===== src/rtl/m_iter_divider.sv =====
// m_iter_divider: radix-2 restoring integer divide/remainder unit.
// It produces one quotient bit per clock behind a valid/ready handshake.
// Divide-by-zero and signed overflow follow the RISC-V M-extension results.
//
// state  | meaning
// S_IDLE | waiting for a request; o_ready high, outputs hold last result
// S_CALC | iterating; one quotient bit per edge, counter runs WIDTH..1
// S_DONE | result presented on o_valid until i_ready is seen
module m_iter_divider #(
  parameter int WIDTH = 32
) (
  input  logic             i_clk,
  input  logic             i_reset,
  input  logic             i_valid,
  output logic             o_ready,
  input  logic             i_signed,
  input  logic [WIDTH-1:0] i_dividend,
  input  logic [WIDTH-1:0] i_divisor,
  output logic             o_valid,
  input  logic             i_ready,
  output logic [WIDTH-1:0] o_quotient,
  output logic [WIDTH-1:0] o_remainder,
  output logic             o_dbz
);

  localparam int               CW       = $clog2(WIDTH + 1);
  localparam logic [CW-1:0]    CNT_INIT = CW'(WIDTH);
  localparam logic [CW-1:0]    CNT_ONE  = CW'(1);
  localparam logic [WIDTH-1:0] MIN_NEG  = {1'b1, {(WIDTH-1){1'b0}}};

  typedef enum logic [1:0] {S_IDLE, S_CALC, S_DONE} state_t;

  state_t           state_q, state_d;
  logic [WIDTH-1:0] rem_q, rem_d;
  logic [WIDTH-1:0] quot_q, quot_d;
  logic [WIDTH-1:0] dvsr_q, dvsr_d;
  logic             neg_quot_q, neg_quot_d;
  logic             neg_rem_q, neg_rem_d;
  logic [CW-1:0]    cnt_q, cnt_d;
  logic             valid_q, valid_d;
  logic [WIDTH-1:0] quotient_q, quotient_d;
  logic [WIDTH-1:0] remainder_q, remainder_d;
  logic             dbz_q, dbz_d;

  logic             accept;
  logic             dvd_neg, dvs_neg;
  logic [WIDTH-1:0] dvd_mag, dvs_mag;
  logic             is_dbz, is_ovf;
  logic [WIDTH:0]   rem_shift, rem_trial;
  logic             q_bit;
  logic [WIDTH-1:0] rem_next, quot_next;

  assign o_ready     = (state_q == S_IDLE) && !i_reset;
  assign o_valid     = valid_q;
  assign o_quotient  = quotient_q;
  assign o_remainder = remainder_q;
  assign o_dbz       = dbz_q;

  // Next-state, datapath iteration and output register inputs.
  always_comb begin
    state_d     = state_q;
    rem_d       = rem_q;
    quot_d      = quot_q;
    dvsr_d      = dvsr_q;
    neg_quot_d  = neg_quot_q;
    neg_rem_d   = neg_rem_q;
    cnt_d       = cnt_q;
    valid_d     = valid_q;
    quotient_d  = quotient_q;
    remainder_d = remainder_q;
    dbz_d       = dbz_q;

    accept  = i_valid && o_ready;
    dvd_neg = i_signed & i_dividend[WIDTH-1];
    dvs_neg = i_signed & i_divisor[WIDTH-1];
    dvd_mag = dvd_neg ? -i_dividend : i_dividend;
    dvs_mag = dvs_neg ? -i_divisor : i_divisor;
    is_dbz  = (i_divisor == '0);
    is_ovf  = i_signed && (i_dividend == MIN_NEG) && (i_divisor == '1);

    // Restoring step: a set MSB in the shifted remainder already exceeds any
    // WIDTH-bit divisor, otherwise the trial sign decides.
    rem_shift = {rem_q, quot_q[WIDTH-1]};
    rem_trial = rem_shift - {1'b0, dvsr_q};
    q_bit     = rem_shift[WIDTH] | ~rem_trial[WIDTH];
    rem_next  = q_bit ? rem_trial[WIDTH-1:0] : rem_shift[WIDTH-1:0];
    quot_next = {quot_q[WIDTH-2:0], q_bit};

    case (state_q)
      S_IDLE: begin
        if (accept) begin
          if (is_dbz) begin
            quotient_d  = '1;
            remainder_d = i_dividend;
            dbz_d       = 1'b1;
            valid_d     = 1'b1;
            state_d     = S_DONE;
          end else if (is_ovf) begin
            quotient_d  = i_dividend;
            remainder_d = '0;
            dbz_d       = 1'b0;
            valid_d     = 1'b1;
            state_d     = S_DONE;
          end else begin
            rem_d      = '0;
            quot_d     = dvd_mag;
            dvsr_d     = dvs_mag;
            neg_quot_d = dvd_neg ^ dvs_neg;
            neg_rem_d  = dvd_neg;
            cnt_d      = CNT_INIT;
            state_d    = S_CALC;
          end
        end
      end
      S_CALC: begin
        rem_d  = rem_next;
        quot_d = quot_next;
        cnt_d  = cnt_q - CNT_ONE;
        if (cnt_q == CNT_ONE) begin
          quotient_d  = neg_quot_q ? -quot_next : quot_next;
          remainder_d = neg_rem_q ? -rem_next : rem_next;
          dbz_d       = 1'b0;
          valid_d     = 1'b1;
          state_d     = S_DONE;
        end
      end
      S_DONE: begin
        if (i_ready) begin
          valid_d = 1'b0;
          state_d = S_IDLE;
        end
      end
      default: begin
        valid_d = 1'b0;
        state_d = S_IDLE;
      end
    endcase
  end

  // State, iteration registers and registered outputs.
  always_ff @(posedge i_clk or posedge i_reset) begin
    if (i_reset) begin
      state_q     <= S_IDLE;
      rem_q       <= '0;
      quot_q      <= '0;
      dvsr_q      <= '0;
      neg_quot_q  <= 1'b0;
      neg_rem_q   <= 1'b0;
      cnt_q       <= '0;
      valid_q     <= 1'b0;
      quotient_q  <= '0;
      remainder_q <= '0;
      dbz_q       <= 1'b0;
    end else begin
      state_q     <= state_d;
      rem_q       <= rem_d;
      quot_q      <= quot_d;
      dvsr_q      <= dvsr_d;
      neg_quot_q  <= neg_quot_d;
      neg_rem_q   <= neg_rem_d;
      cnt_q       <= cnt_d;
      valid_q     <= valid_d;
      quotient_q  <= quotient_d;
      remainder_q <= remainder_d;
      dbz_q       <= dbz_d;
    end
  end

endmodule

===== config.mk =====
export PLATFORM = sky130hd
export DESIGN_NAME = m_iter_divider
export DESIGN_NICKNAME = d
export VERILOG_FILES = /design/src/rtl/m_iter_divider.sv
export SDC_FILE = /design/constraint.sdc
export NUM_CORES = 1
export LEC_CHECK = 0
export CAP_MARGIN = 20
export CORE_AREA = 2 2 179 128
export CTS_BUF_LIST = sky130_fd_sc_hd__clkbuf_16
export DETAILED_ROUTE_END_ITERATION = 8
export DIE_AREA = 0 0 181 130
export PLACE_DENSITY = 0.81
export SLEW_MARGIN = 0
export SYNTH_ARGS = -nofsm -noshare
export SYNTH_HDL_FRONTEND = slang
export SYNTH_SLANG_ARGS = --single-unit

===== constraint.sdc =====
create_clock -name i_clk -period 6.8 [get_ports i_clk]
set_input_delay 1.02 -clock i_clk [delete_from_list [all_inputs] [get_ports i_clk]]
set_output_delay 1.02 -clock i_clk [all_outputs]
set_load 0.005 [all_outputs]

Word level (Yosys, flattened, before mapping)

Cells that the tools add are included.

Add/sub/neg operators: 6
Equality and inequality tests: 11
Multiplexer cells: 44
Bitwise logic cells: 7
Reduce and logical (&&, ||, !) cells: 13

Operators with widths:

| operator               | count |
|---|---|
| $mux W32               | 19 |
| $pmux W32 S2           | 4 |
| $neg A32 Y32           | 4 |
| $eq A32 B32 Y1 const B | 2 |
| $sub A33 B32 Y33       | 1 |
| $logic_not A32 Y1      | 1 |
| $mux W6                | 3 |
| $reduce_and A4 Y1      | 4 |
| $pmux W6 S2            | 1 |
| $mux W2                | 5 |
| $ne A2 B2 Y1 const B   | 5 |
| $mux W1                | 9 |
| $eq A6 B1 Y1 const B   | 1 |
| $pmux W2 S3            | 1 |
| $sub A6 B1 Y6 const B  | 1 |
| $logic_and A1 B1 Y1    | 4 |
| $ne A3 B3 Y1 const B   | 1 |
| $not A1 Y1             | 3 |
| $pmux W1 S3            | 1 |
| $reduce_and A3 Y1      | 1 |
| $and A1 B1 Y1          | 2 |
| $eq A2 B1 Y1 const B   | 1 |
| $eq A2 B2 Y1 const B   | 1 |
| $logic_not A2 Y1       | 1 |
| other kinds (5)        | 5 |

Register bits: 172
Input port bits: 69
Output and inout bits: 67
Logic and storage cells: 92

Depth between registers and ports, before layout

Depth after elaboration: 8
Depth in mapped cells: 22
Gate-level depth less buffers: 18

Worst setup path after synthesis

Ideal clock, no wire load.

Path type: register to register
Start: register quot_q[31]
End: register remainder_q[24] (netlist: o_remainder[24])
Library setup time: 119 ps
Arrival: 4,342 ps
Data required time: 6,681 ps
Setup slack: 2,339 ps
Stages on the path, launching flop included: 21
Path buffers: 3
Clock period less this slack: 4,461 ps
Path through: dfrtp_1 inv_1 ha_1 fa_1 and2b_4 o2111ai_1 a31oi_1 o2111ai_2 nand2_1 buf_2 buf_2 buf_1 nand2_1 o21ai_0 ha_1 nor4bb_1 a32o_2 nand3_1 nor2_1 mux2_2 a21bo_1

Word-level cells in the longest chain between the ends: 8

Ends and longest elaborated chain:

| item                   | line | text |
|---|---|---|
| start, declared        | 35   | `logic [WIDTH-1:0] quot_q, quot_d;` |
| start signal, assigned | 157  | `quot_q <= quot_d;` |
| $sub A33 B32 Y33       | 84   | `rem_trial = rem_shift - {1'b0, dvsr_q};` |
| $not A1 Y1             | 85   | `q_bit = rem_shift[WIDTH] \| ~rem_trial[WIDTH];` |
| $or A1 B1 Y1           | 85   |  |
| $mux W32 (*)           | 86   | `rem_next = q_bit ? rem_trial[WIDTH-1:0] : rem_shift[WIDTH-1:0];` |
| $neg A32 Y32           | 121  | `remainder_d = neg_rem_q ? -rem_next : rem_next;` |
| $mux W32 (*)           | 121  |  |
| $mux W32 (*)           | 119  | `if (cnt_q == CNT_ONE) begin` |
| $pmux W32 S2 (*)       | 89   | `case (state_q)` |
| end signal, assigned   | 164  | `remainder_q <= remainder_d;` |
| end, declared          | 42   | `logic [WIDTH-1:0] remainder_q, remainder_d;` |

Every way passes the cells marked *; elsewhere a longest branch is shown, timed or not. The select of a mux whose other input is x is not followed.
A chain may end at the register's enable or synchronous reset.

Final worst setup path

Start: register rem_q[8]
End: register quotient_q[30] (netlist: o_quotient[30])

Word-level cells in the longest chain between the ends: 7

Ends and longest elaborated chain:

| item                   | line | text |
|---|---|---|
| start, declared        | 34   | `logic [WIDTH-1:0] rem_q, rem_d;` |
| start signal, assigned | 156  | `rem_q <= rem_d;` |
| $sub A33 B32 Y33       | 84   |  |
| $not A1 Y1             | 85   |  |
| $or A1 B1 Y1           | 85   |  |
| $neg A32 Y32           | 120  | `quotient_d = neg_quot_q ? -quot_next : quot_next;` |
| $mux W32               | 120  |  |
| $mux W32               | 119  |  |
| $pmux W32 S2           | 89   |  |
| end signal, assigned   | 163  | `quotient_q <= quotient_d;` |
| end, declared          | 41   | `logic [WIDTH-1:0] quotient_q, quotient_d;` |

Every way passes these cells. The select of a mux whose other input is x is not followed.

==> impl_metrics.sql <==
INSERT INTO impl_metrics (metric_group, metric, value, unit) VALUES
('power_and_ir_drop', 'power_density', '612', 'mW/mm²'),
('synth', 'synth-compound-area-share', '26.3', '%'),
('die', 'io_pins', '136', ''),
('power_and_ir_drop', 'clockPowerShare', '10.6', '%'),
('critical_path', 'worstSetupStartpointType', 'flip-flop', ''),
('sta', 'finalHoldViolCount', '0', ''),
('die', 'chipWidth', '181', 'µm'),
('finish', 'signed_area_change_from_the_synthesized_netlist_to_the_final_layout', '15.8', '%'),
('synth', 'synthSimpleGateAreaFrac', '19.1', '%'),
('hold_path', 'hold_class', 'flip-flop to flip-flop', ''),
('clock_tree', 'clk_path_buf_depth', '2', ''),
('grt', 'antenna_violations_before_repair', '0', ''),
('synth', 'share_of_synthesized_cell_area_in_full_adder_half_adder_and_majority_cells', '4.05', '%'),
('sta', 'clock.fmax', '0.187', 'GHz'),
('route', 'initialDrtViolationCount', '1609', ''),
('sta', 'min_period', '5.36', 'ns'),
('synth', 'combinational_family_with_the_most_area_after_synthesis', 'compound AO/OA/AOI/OAI gates', ''),
('critical_path', 'r2r_endpoint', 'o_quotient[30]$_DFFE_PP0P_', ''),
('critical_path', 'worstSetupPathType', 'flip-flop to flip-flop', ''),
('sta', 'worst_slew_margin_rel', '25.5', '%'),
('synth', 'yosysSeqAreaShare', '34.3', '%'),
('sta', 'slew_viol_final', '0', ''),
('die', 'initial_utilization', '56.7', '%'),
('power_and_ir_drop', 'power.net_switching', '0.00445', 'W'),
('clock_tree', 'post-cts-setup-buffer-count', '0', ''),
('synth', 'synth_net_count', '1631', ''),
('finish', 'fraction_of_layout_instances_using_a_drive_strength_above_1', '4.34', '%'),
('clock_tree', 'cts.reportedPaths.clkPinSlew', '0.06', 'ns'),
('outcome', 'status', 'finished, final reports clean', ''),
('placed_design', 'place_worst_setup_slack', '1.37', 'ns'),
('clock_tree', 'clkLatencyLatePin', '0.44', 'ns'),
('critical_path', 'worst_r2r_start', 'rem_q[8]$_DFFE_PP0P_', ''),
('synth', 'synth_area_leader_cell', 'dfrtp_1', ''),
('die', 'dieHeight', '130', 'µm'),
('power_and_ir_drop', 'vdd_drop_max', '0.341', 'mV'),
('placed_design', 'buffer_ports.inserted', '135', ''),
('critical_path', 'reg2regPathDepth', '16', ''),
('synth', 'synth.avg_cell_area', '8.23', 'µm²'),
('power_and_ir_drop', 'p_seq_share', '22.7', '%'),
('hold_path', 'worst_hold_startpoint', 'o_quotient[23]$_DFFE_PP0P_', ''),
('synth', 'most_used_flip_flop_cell_after_synthesis', 'dfrtp_1', ''),
('grt', 'gr-total-overflow', '0', ''),
('synth', 'ys_seq_elements', '172', ''),
('critical_path', 'setup.worst_path.end_class', 'flip-flop', ''),
('power_and_ir_drop', 'p_leak', '6.03', 'nW'),
('die', 'core', '0.0221', 'mm²'),
('route', 'vias_per_cell', '6.42', ''),
('sta', 'final.period_utilization', '78.8', '%'),
('synth', 'synth_enable_flop_cells', '0', ''),
('sta', 'setup_tns', '0', 'ns'),
('synth', 'synth_xor_area_share', '9.51', '%'),
('clock_tree', 'root_buffer', 'clkbuf_16', ''),
('placed_design', 'place_hpwl', '27.0', 'mm'),
('route', 'overall_via_count_from_detail_route', '12200', ''),
('critical_path', 'r2r_slack', '1.44', 'ns'),
('synth', 'yosys_warnings', '0', ''),
('route', 'ant_nets', '0', ''),
('finish', 'finish.net_count', '1708', ''),
('critical_path', 'timing.critical_path.required', '7.07', 'ns'),
('sta', 'grt_setup_unrepaired', 'false', ''),
('power_and_ir_drop', 'netSwitchingFraction', '50.0', '%'),
('route', 'wire_per_inst', '19.6', 'µm'),
('power_and_ir_drop', 'pwr-share-comb', '66.7', '%'),
('hold_path', 'min_delay_worst_endpoint', 'o_quotient[23]$_DFFE_PP0P_', ''),
('synth', 'synth.top_cells.by_area', 'dfrtp_1, o21ai_0, nand2_1', ''),
('sta', 'worst_slew_pin_slew', '1.09', 'ns'),
('grt', 'first_global_vias', '11400', ''),
('clock_tree', 'cts_tree', 'yes', ''),
('die', 'die_area', '0.0235', 'mm²'),
('power_and_ir_drop', 'p_int', '0.00444', 'W'),
('die', 'placement_row_count', '46', '');
## how the worst max path moves through the flow
stage                         start                          end  slack [ns]  cells past startpoint
2_1_floorplan               i_reset         cnt_q[0]$_DFFE_PP0P_        1.12                      1
3_3_place_gp           i_divisor[0]  o_remainder[24]$_DFFE_PP0P_        1.56                     12
4_1_cts        rem_q[8]$_DFFE_PP0P_   o_quotient[30]$_DFFE_PP0P_        1.64                     16
6_report       rem_q[8]$_DFFE_PP0P_   o_quotient[30]$_DFFE_PP0P_        1.44                     16
5_1_grt                i_divisor[1]   o_remainder[7]$_DFFE_PP0P_        1.19                     12
3_5_place_dp           i_divisor[1]   o_remainder[3]$_DFFE_PP0P_        1.37                     12
## cell type report
cell class              instances  area, µm²  share of cell area (%)
clock buffers                  17        425                    2.93
clock inverters                15        116                   0.802
inverters                      66        253                    1.74
multi-input cells            1195       7610                    52.5
flip-flops and latches        172       4300                    29.7
well taps                     288        360                    2.48
repair buffers                147       1440                    9.93
## cells in the mapped netlist, types with 24 or more instances
master / count
xor2_1: 61
ha_1: 39
nor2_1: 110
nand2_1: 183
clkbuf_1: 62
xnor2_1: 75
nand3_1: 24
a21oi_1: 93
inv_1: 64
nor3_1: 37
dfrtp_1: 172
o21ai_0: 183
o31ai_1: 28
## per-layer routing
metal  wire length [µm]  GRT usage [%]  vias to the layer above
li1                   -              -                     5666
met1              16700           46.1                     5860
met2              16300           48.1                      609
met3               3260           6.22                       65
met4                902           10.0                        0
met5                  0              0                        -
## state kept, by name, indices dropped and copies added, names as in the netlist
register     cells
neg_rem_q        1
dvsr_q          32
rem_q           32
o_dbz            1
state_q          2
neg_quot_q       1
cnt_q            6
o_valid          1
quot_q          32
o_remainder     32
o_quotient      32
## power groups by stage
stage | Sequential (W) | Clock [W] | Combinational [W]
floorplan | 0.00186 | 0 | 0.00428
global placement | 0.00200 | 0 | 0.00563
detailed placement | 0.00201 | 0 | 0.00578
CTS | 0.00200 | 0.000952 | 0.00583
global route | 0.00207 | 0.000998 | 0.00650
finish | 0.00202 | 0.000946 | 0.00592
## metrics by stage
stage	cell area (µm²)	util (%)	instances	hold slack, ns	total power (W)
after floorplan	12500	-	1522	0.451	0.00614
after global placement	14000	63.2	1868	0.467	0.00763
after detailed placement	14000	63.2	1868	0.462	0.00779
after CTS	14500	65.7	1900	0.478	0.00878
after global routing	14500	65.7	1900	0.505	0.00957
final	14500	65.7	1900	0.476	0.00889
## worst max-delay path, cell delays in order (launching register included)
cell and delay (ns):
dfrtp_1 0.45, ha_1 0.47, a21oi_4 0.34, o21ai_1 0.11, a221o_1 0.43, o2111ai_2 0.34, nand2_1 0.18, inv_2 0.59
ha_1 0.31, nand2b_1 0.15, nand2b_1 0.21, nand2b_1 0.35, o31ai_1 0.55, nand2_1 0.17, xor2_1 0.18, o22ai_1 0.21
o21ai_0 0.13
## cell usage in the layout (no fill, tap or decap), types with 21 or more instances in the layout
master and n:
a211oi_1 21, clkdlybuf4s50_1 135, nand3_1 24, nor3_1 37, nand2_1 183, inv_1 67
xor2_1 61, dfrtp_1 172, ha_1 39, a21oi_1 93, o21ai_0 183, nor2_1 110
o31ai_1 28, xnor2_1 75
## cells by family (layout without fill, tap and decap cells)
logic type,after synthesis,after routing
buffers and inverters,155,245
flip-flops,172,172
AND/OR/NAND/NOR,493,493
multiplexers,20,20
AO/OA/AOI/OAI,506,506
adder cells (fa/ha/maj),40,40
XOR/XNOR,136,136
No activity file was read; power rests on OpenSTA's default activity.
